### config.mk
export PLATFORM = sky130hd
export DESIGN_NAME = unary_stream_gen_flat
export DESIGN_NICKNAME = d
export VERILOG_FILES = /design/src/rtl/unary_stream_gen_if.sv /design/src/rtl/unary_stream_gen.sv /design/src/flat_wrapper.sv
export SDC_FILE = /design/constraint.sdc
export NUM_CORES = 1
export LEC_CHECK = 0
export BUFFER_PORTS_ARGS = -buffer_cell sky130_fd_sc_hd__clkbuf_2
export CORE_MARGIN = 10
export CORE_UTILIZATION = 35
export CTS_BUF_LIST = sky130_fd_sc_hd__clkbuf_8
export DETAILED_ROUTE_END_ITERATION = 6
export GPL_TIMING_DRIVEN = 0
export HOLD_SLACK_MARGIN = 0.02
export PLACE_DENSITY_LB_ADDON = 0.3
export RECOVER_POWER = 50
export SYNTH_ARGS = -nofsm -noshare
export SYNTH_HDL_FRONTEND = slang
export SYNTH_SLANG_ARGS = --single-unit
### constraint.sdc
create_clock -name clk -period 2.9 [get_ports clk]
set_clock_uncertainty 0.2 [all_clocks]
set_input_delay 0.725 -clock clk [delete_from_list [all_inputs] [get_ports clk]]
set_output_delay 0.725 -clock clk [all_outputs]
set_load 0.005 [all_outputs]
### src/rtl/unary_stream_gen_if.sv
`default_nettype none
// ============================================================================
// Module      : unary_stream_gen_if
// Description : Load handshake, operand, stall and unary stream signals
//               between a unary stream generator and its neighbours.
// Revision    : 1.0 - initial release
// ============================================================================
interface unary_stream_gen_if;
    logic       in_valid;
    logic       in_ready;
    logic [7:0] a_val;
    logic [7:0] b_val;
    logic [7:0] a_len;
    logic [7:0] b_len;
    logic       hold;
    logic       a;
    logic       b;
    logic [1:0] ready;
    logic       busy;
    logic       done;

    // Producer side: issues loads and stalls, observes the streams.
    modport master (
        output in_valid, a_val, b_val, a_len, b_len, hold,
        input  in_ready, a, b, ready, busy, done
    );

    // Generator side.
    modport slave (
        input  in_valid, a_val, b_val, a_len, b_len, hold,
        output in_ready, a, b, ready, busy, done
    );
endinterface
`default_nettype wire

### src/rtl/unary_stream_gen.sv
`default_nettype none
// ============================================================================
// Module      : unary_stream_gen
// Description : Converts two binary magnitudes into parallel thermometer-coded
//               unary bit streams with per-channel frame length and stall.
// Revision    : 1.0 - initial release
// ============================================================================
module unary_stream_gen (
    input  wire logic         clk,
    input  wire logic         reset,
    unary_stream_gen_if.slave bus
);

    typedef enum logic [1:0] {
        IDLE   = 2'd0,
        STREAM = 2'd1,
        DONE   = 2'd2
    } state_t;

    state_t     r_state;
    state_t     w_state_nxt;
    logic       r_armed;
    logic [7:0] r_a_val;
    logic [7:0] r_b_val;
    logic [7:0] r_a_len;
    logic [7:0] r_b_len;
    logic [7:0] r_a_cnt;
    logic [7:0] r_b_cnt;

    logic       w_load;
    logic       w_a_qual;
    logic       w_b_qual;
    logic [7:0] w_a_cnt_nxt;
    logic [7:0] w_b_cnt_nxt;

    // Qualification, counter advance and next-state decode.
    always_comb begin
        w_state_nxt = r_state;
        w_load      = (r_state == IDLE) && r_armed && bus.in_valid;
        // A channel is qualified while its counter is short of its length;
        // the counter only advances on qualified cycles, so it stops at len.
        w_a_qual    = (r_state == STREAM) && !bus.hold && (r_a_cnt < r_a_len);
        w_b_qual    = (r_state == STREAM) && !bus.hold && (r_b_cnt < r_b_len);
        w_a_cnt_nxt = r_a_cnt + {7'd0, w_a_qual};
        w_b_cnt_nxt = r_b_cnt + {7'd0, w_b_qual};
        case (r_state)
            IDLE: begin
                if (w_load) begin
                    // Empty frame on both channels skips straight to DONE.
                    if ((bus.a_len == 8'd0) && (bus.b_len == 8'd0))
                        w_state_nxt = DONE;
                    else
                        w_state_nxt = STREAM;
                end
            end
            STREAM: begin
                if ((w_a_cnt_nxt == r_a_len) && (w_b_cnt_nxt == r_b_len))
                    w_state_nxt = DONE;
            end
            DONE:    w_state_nxt = IDLE;
            default: w_state_nxt = IDLE;
        endcase
    end

    // State register.
    always_ff @(posedge clk or negedge reset) begin
        if (!reset) r_state <= IDLE;
        else        r_state <= w_state_nxt;
    end

    // in_ready is withheld until the first clock edge seen out of reset.
    always_ff @(posedge clk or negedge reset) begin
        if (!reset) r_armed <= 1'b0;
        else        r_armed <= 1'b1;
    end

    // Operand capture on load; per-channel counters run during the frame.
    always_ff @(posedge clk or negedge reset) begin
        if (!reset) begin
            r_a_val <= 8'd0;
            r_b_val <= 8'd0;
            r_a_len <= 8'd0;
            r_b_len <= 8'd0;
            r_a_cnt <= 8'd0;
            r_b_cnt <= 8'd0;
        end else if (w_load) begin
            r_a_val <= bus.a_val;
            r_b_val <= bus.b_val;
            r_a_len <= bus.a_len;
            r_b_len <= bus.b_len;
            r_a_cnt <= 8'd0;
            r_b_cnt <= 8'd0;
        end else begin
            r_a_cnt <= w_a_cnt_nxt;
            r_b_cnt <= w_b_cnt_nxt;
        end
    end

    // Thermometer bit: 1 while the counter is below the value; values above
    // the length saturate naturally because qualification ends at len.
    assign bus.a        = w_a_qual && (r_a_cnt < r_a_val);
    assign bus.b        = w_b_qual && (r_b_cnt < r_b_val);
    assign bus.ready    = {w_a_qual, w_b_qual};
    assign bus.in_ready = (r_state == IDLE) && r_armed;
    assign bus.busy     = (r_state == STREAM);
    assign bus.done     = (r_state == DONE);

endmodule
`default_nettype wire

### src/flat_wrapper.sv
// flat-port wrapper written by rule: the top's interface ports become plain ports
module unary_stream_gen_flat 
  (clk, reset, bus_in_valid, bus_a_val, bus_b_val, bus_a_len, bus_b_len, bus_hold, bus_in_ready, bus_a, bus_b, bus_ready, bus_busy, bus_done);
  unary_stream_gen_if bus_i ();
  input  wire logic clk;
  input  wire logic reset;
  input wire logic [$bits(bus_i.in_valid)-1:0] bus_in_valid;
  input wire logic [$bits(bus_i.a_val)-1:0] bus_a_val;
  input wire logic [$bits(bus_i.b_val)-1:0] bus_b_val;
  input wire logic [$bits(bus_i.a_len)-1:0] bus_a_len;
  input wire logic [$bits(bus_i.b_len)-1:0] bus_b_len;
  input wire logic [$bits(bus_i.hold)-1:0] bus_hold;
  output wire logic [$bits(bus_i.in_ready)-1:0] bus_in_ready;
  output wire logic [$bits(bus_i.a)-1:0] bus_a;
  output wire logic [$bits(bus_i.b)-1:0] bus_b;
  output wire logic [$bits(bus_i.ready)-1:0] bus_ready;
  output wire logic [$bits(bus_i.busy)-1:0] bus_busy;
  output wire logic [$bits(bus_i.done)-1:0] bus_done;
  assign bus_i.in_valid = bus_in_valid;
  assign bus_i.a_val = bus_a_val;
  assign bus_i.b_val = bus_b_val;
  assign bus_i.a_len = bus_a_len;
  assign bus_i.b_len = bus_b_len;
  assign bus_i.hold = bus_hold;
  assign bus_in_ready = bus_i.in_ready;
  assign bus_a = bus_i.a;
  assign bus_b = bus_i.b;
  assign bus_ready = bus_i.ready;
  assign bus_busy = bus_i.busy;
  assign bus_done = bus_i.done;
  unary_stream_gen u_core (.clk(clk), .reset(reset), .bus(bus_i));
endmodule
After elaboration in Yosys (flattened, before gate mapping)
Index checks and enable logic that the tools add are counted.

Bits of input ports: 36. Bits in registers: 51. Output and inout bits: 7. Word-level logic and storage cells: 40.

Mux-type cells: 6. Order comparisons: 4. Add/subtract/negate cells: 2. Reduce and logical (&&, ||, !) cells: 14. Equal/unequal tests: 6.

Operators by type and width (count): < comparator 8 bit (4); adder 8 x 1 -> 8 bit (2); == test 8 bit (2); logical NOT 8 bit (2); two-way mux 8 bit (2); logical AND 1 bit (9); two-way mux 2 bit (3); inequality test 2 x 1 -> 1 bit (second input constant) (2); case mux 2 bit (2 select lines) (1); == test 2 x 1 -> 1 bit (second input constant) (1); == test 2 bit (second input constant) (1); logical NOT 2 bit (1); AND reduction 2 bit (1); logical NOT 1 bit (1).

Depth between registers and ports, before layout
Depth after elaboration: 8. Gate-level depth with buffers: 17. Depth with buffers taken out: 17.

Worst setup path before layout
OpenSTA, ideal clock, no wires.

Path type: flip-flop to flip-flop. Start: reg u_core.r_a_cnt[4]. End: reg u_core.r_state[1]. Slack: -0.260 ns. Arrival time: 2.895 ns. Period minus slack after synthesis: 3.160 ns. Stages on the path, launching flop included: 15. Library setup time: 0.065 ns. Cell sequence: dfrtp_1 > ha_1 > o21a_1 > o21ai_0 > a21oi_1 > o21ai_0 > and2_1 > ha_1 > ha_1 > xor2_1 > nor4_1 > o311a_1 > nand4_1 > nor4_2 > a2bb2o_1.

Longest elaborated chain between the ends: 7.

Ends and longest elaborated chain: start, declared (line unary_stream_gen.sv:27) `logic [7:0] r_a_cnt;`; start signal, assigned (line unary_stream_gen.sv:94) `r_a_cnt <= w_a_cnt_nxt;`; < comparator 8 bit (line unary_stream_gen.sv:42) `w_a_qual = (r_state == STREAM) && !bus.hold && (r_a_cnt < r_a_len);`; logical AND 1 bit (line unary_stream_gen.sv:42); net u_core.w_a_qual (line unary_stream_gen.sv:31) `logic w_a_qual;`; adder 8 x 1 -> 8 bit (line unary_stream_gen.sv:44) `w_a_cnt_nxt = r_a_cnt + {7'd0, w_a_qual};`; == test 8 bit (line unary_stream_gen.sv:57) `if ((w_a_cnt_nxt == r_a_len) && (w_b_cnt_nxt == r_b_len))`; logical AND 1 bit (line unary_stream_gen.sv:57); inequality test 2 x 1 -> 1 bit (no line); AND reduction 2 bit (no line); end signal, assigned (line unary_stream_gen.sv:68) `else r_state <= w_state_nxt;`; end, declared (line unary_stream_gen.sv:20) `state_t r_state;`.

The timed path passes the listed nets, and every way through them passes these cells. A chain may end at the register's enable or synchronous reset.

Worst setup path after layout
Start: reg u_core.r_a_cnt[1]. End: reg u_core.r_state[0].

The elaborated chain is that of the path after synthesis.

==> results.json <==
{
  "drtPass1Iterations": 4,
  "maxSlewViolCount": 0,
  "vias_per_cell": 4.933,
  "post_synthesis_instance_area_um2": 2933,
  "post-route-util_pct": 47.89,
  "period_needed_ns": 3.305,
  "post_route_cells_drive_above_1_share_pct": 35.06,
  "yosys.cell_types.count": 37,
  "critical_path.most_common_cell": "ha_4",
  "run_status": "finished with violations",
  "critical_path.startpoint_type": "flop",
  "yosysWarningCount": 0,
  "gpl.final_weighted_congestion": 0.8457,
  "register_area_um2": 1282,
  "startpoint": "u_core.r_a_cnt[1]",
  "tritoncts_num_sinks": 51,
  "max_freq_mhz": 302.5,
  "die_width_um": 111.5,
  "globalRoute.totalOverflow": 0,
  "place_inst": 456,
  "total_power_mw": 2.409,
  "cts_buffers": 5,
  "timing.critical_path.cells": "ha_4 -> a21oi_2 -> nor2b_2 -> o21ai_2 -> a21oi_2 -> o21ai_2 -> and2_4 -> ha_4 -> ha_4 -> and3_4 -> xnor2_4 -> o22ai_2 -> or3_4 -> nor4_4 -> o21ai_1",
  "first_pass_grt_wire_length_mm": 12.60,
  "via_count": 2417,
  "ys_seq_elements": 51,
  "global_route_met2_utilization_pct": 20.95,
  "post-route-drc-count": 0,
  "slew_of_the_pin_with_the_lowest_slew_margin_ns": 0.9882,
  "port_buffers": 42,
  "floorplan.core_area_um2": 8175,
  "grt_start_max_net_pins": 52,
  "htree_num_levels": 2,
  "setup_violations": 4,
  "worst-endpoint-arrival_ns": 3.31,
  "finalHoldViolations": 0,
  "layoutNonFillerInstCount": 490,
  "setup_ws_ns": -0.4054,
  "multi_input_comb_area_um2": 1773,
  "cts_tree": "built",
  "half_perimeter_wire_length_after_detailed_placement_mm": 5.490,
  "first_global_vias": 2495,
  "globalRoute.busiestLayer": "met2",
  "hold_buffers": 0,
  "clkLatencyLatePin_ns": 0.32,
  "seq_total_area_yosys_pct": 43.52,
  "ios": 43,
  "initial_utilization_pct": 35.87,
  "power.ir.vdd_worst_v": 0.0003364,
  "timing.critical_path.required_ns": 2.91,
  "area_growth_pct": 33.49,
  "violations": "setup timing",
  "p_leak_nw": 1.859,
  "cts-root-to-sink-buffers": 2,
  "globalRouteTotalUtil_pct": 12.33,
  "unrepaired_setup_endpoints_after_global_routing": "true",
  "synth_cells": 309,
  "crit_path_max_incr_delay_ns": 0.43,
  "cp_max_stage_cell": "dfrtp_1",
  "r2r_setup_slack_ns": -0.41,
  "crit-reg2reg-launch": "u_core.r_a_cnt[1]",
  "detail_route.wirelength_mm": 8.014,
  "worstSetupEndpointType": "flop",
  "max_slew_headroom_pct": 34.12,
  "synth_area_per_cell_um2": 9.491,
  "critPathKind": "reg -> reg",
  "final_antenna_net_count": 0,
  "gr-usage-met3_pct": 2.791,
  "cts.root.buffer_cell": "clkbuf_8",
  "place_ws_ns": -0.7051,
  "finish.net_count": 452,
  "final_layout_setup_total_negative_slack_ns": -1.108,
  "path_clk_slew_ns": 0.10,
  "grt.met1_usage_pct": 14.64,
  "worst-r2r-cell-count": 15,
  "fp-row-count": 33,
  "fillers": 773,
  "worstHoldPathType": "in -> async",
  "insertedDiodeCount": 0,
  "critical_path_fanouts_max": 3,
  "syn-num-nets": 377,
  "finalCritPeriodShare_pct": 114.0,
  "maxCapViolCount": 0,
  "fp.dieArea_um2": 12440,
  "worstReg2RegEnd": "u_core.r_state[0]",
  "drt-initial-drc-count": 131,
  "die_h_um": 111.5,
  "detail_route.wl_per_cell_um": 16.36,
  "antenna_violations_before_repair": 0,
  "power_density_nw_per_um2": 615.2
}
==> cell usage after synthesis <==
master    count  share of area [%]
a211oi_1      2               0.51
buf_2         4               0.68
dfrtp_1      51                 44
nand2b_1      5                1.1
or2_2         1               0.21
and2_1        3               0.64
nor4_2        1               0.43
clkbuf_1      5               0.64
nand4_1       3               0.64
nand3_1       5               0.85
o21a_1        2               0.51
o22ai_1       1               0.21
a311oi_2      1               0.51
nand2_1      35                4.5
conb_1        1               0.13
nor3_2        1               0.34
nor3b_1       1               0.26
mux2_2        4                1.5
xnor2_1      14                4.2
nor4_1        5                1.1
nand3_2       1               0.34
a2bb2o_1      1               0.34
nor2_1       15                1.9
xor2_1       10                3.0
a21oi_1       9                1.5
xnor2_2       1               0.55
inv_1        32                4.1
ha_1         32                 14
and3_1        2               0.43
o21ai_0      41                7.0
nor2b_1       9                1.9
buf_4         2               0.51
and4_1        1               0.30
o2111a_1      2               0.77
nor3_1        4               0.68
o311a_1       1               0.34
or3_1         1               0.21
==> worst max path at each step <==
stage                                   end  slack (ns)  depth (start not counted)
after detailed placement  u_core.r_state[1]       -0.71                         15
after CTS                 u_core.r_state[0]       -0.38                         16
after floorplan           u_core.r_state[1]       -0.16                         15
final                     u_core.r_state[0]       -0.41                         15
after global routing      u_core.r_state[0]       -0.54                         17
after global placement    u_core.r_state[1]       -0.68                         15
==> power by group <==
part | total [mW] | switching [mW] | internal [mW]
Sequential | 0.930 | 0.120 | 0.810
Combinational | 0.945 | 0.454 | 0.491
Clock | 0.534 | 0.254 | 0.280
==> sequential cells by signal (all words and copies together) (netlist names) <==
register        cells
u_core.r_a_val      8
u_core.r_state      2
u_core.r_b_val      8
u_core.r_b_len      8
u_core.r_a_cnt      8
u_core.r_armed      1
u_core.r_a_len      8
u_core.r_b_cnt      8
==> cell families after synthesis <==
logic type               count (synthesis)  share of synthesized area [%]
AO/OA/AOI/OAI                           60                          11.73
XOR/XNOR                                25                          7.722
adder cells (fa/ha/maj)                 32                          13.65
buffers and inverters                   43                          5.930
flip-flops                              51                          43.52
multiplexers                             4                          1.536
other                                    1                         0.1279
AND/OR/NAND/NOR                         93                          15.79
==> what timing repair did <==
item / CTS / global route
pin swaps: 16 / 22
endpoints found under the setup margin: 8 / 7
setup buffers: 27 / 7
gates resized for setup: 45 / 23
endpoints found under the hold margin: 0 / 0
==> stage by stage <==
step / hold WS [ns] / area [um2]
2_1_floorplan: 0.2294 / 2944
3_3_place_gp: 0.2970 / 3286
3_5_place_dp: 0.2991 / 3286
4_1_cts: 0.3196 / 3810
5_1_grt: 0.2904 / 3915
6_report: 0.2351 / 3915
==> layout make-up <==
class,instances,area share [%]
buffer,9,0.9907
sequential,51,32.76
inverter,32,3.068
clock buffer,6,2.109
multi-input combinational,215,45.29
timing repair buffer,70,11.54
tap,105,3.356
clock inverter,2,0.8949
==> metal layers <==
metal / up-vias / routed length, um
li1: 1177 / -
met1: 1162 / 3420
met2: 66 / 3974
met3: 12 / 410
met4: 0 / 208
met5: - / 0
==> cell usage in the layout, fill, tap and decap left out, types with 4 or more instances in the layout <==
master | netlist | routed
a21oi_2 | 0 | 6
buf_2 | 4 | 5
buf_4 | 2 | 21
buf_6 | 0 | 8
clkbuf_1 | 5 | 6
clkbuf_2 | 0 | 39
clkbuf_8 | 0 | 6
dfrtp_1 | 51 | 46
dfrtp_2 | 0 | 5
ha_1 | 32 | 23
ha_4 | 0 | 9
inv_1 | 32 | 29
mux2_2 | 4 | 4
nand2_1 | 35 | 35
nand2b_1 | 5 | 5
nor2_1 | 15 | 15
nor2b_1 | 9 | 8
nor4_1 | 5 | 4
o21ai_0 | 41 | 32
o21ai_1 | 0 | 6
xnor2_1 | 14 | 13
xor2_1 | 10 | 6
xor2_2 | 0 | 4
==> worst max-delay path: cells and delay by family (launching register included) <==
kind	cells	cell delay (ns)
AOI/OAI and AO/OA	6	0.72
adders and majority gates	3	0.53
and+or+nand+nor	5	1.18
xor gates and xnor gates	1	0.13
DFF	1	0.43
No activity file was read; power rests on OpenSTA's default activity.
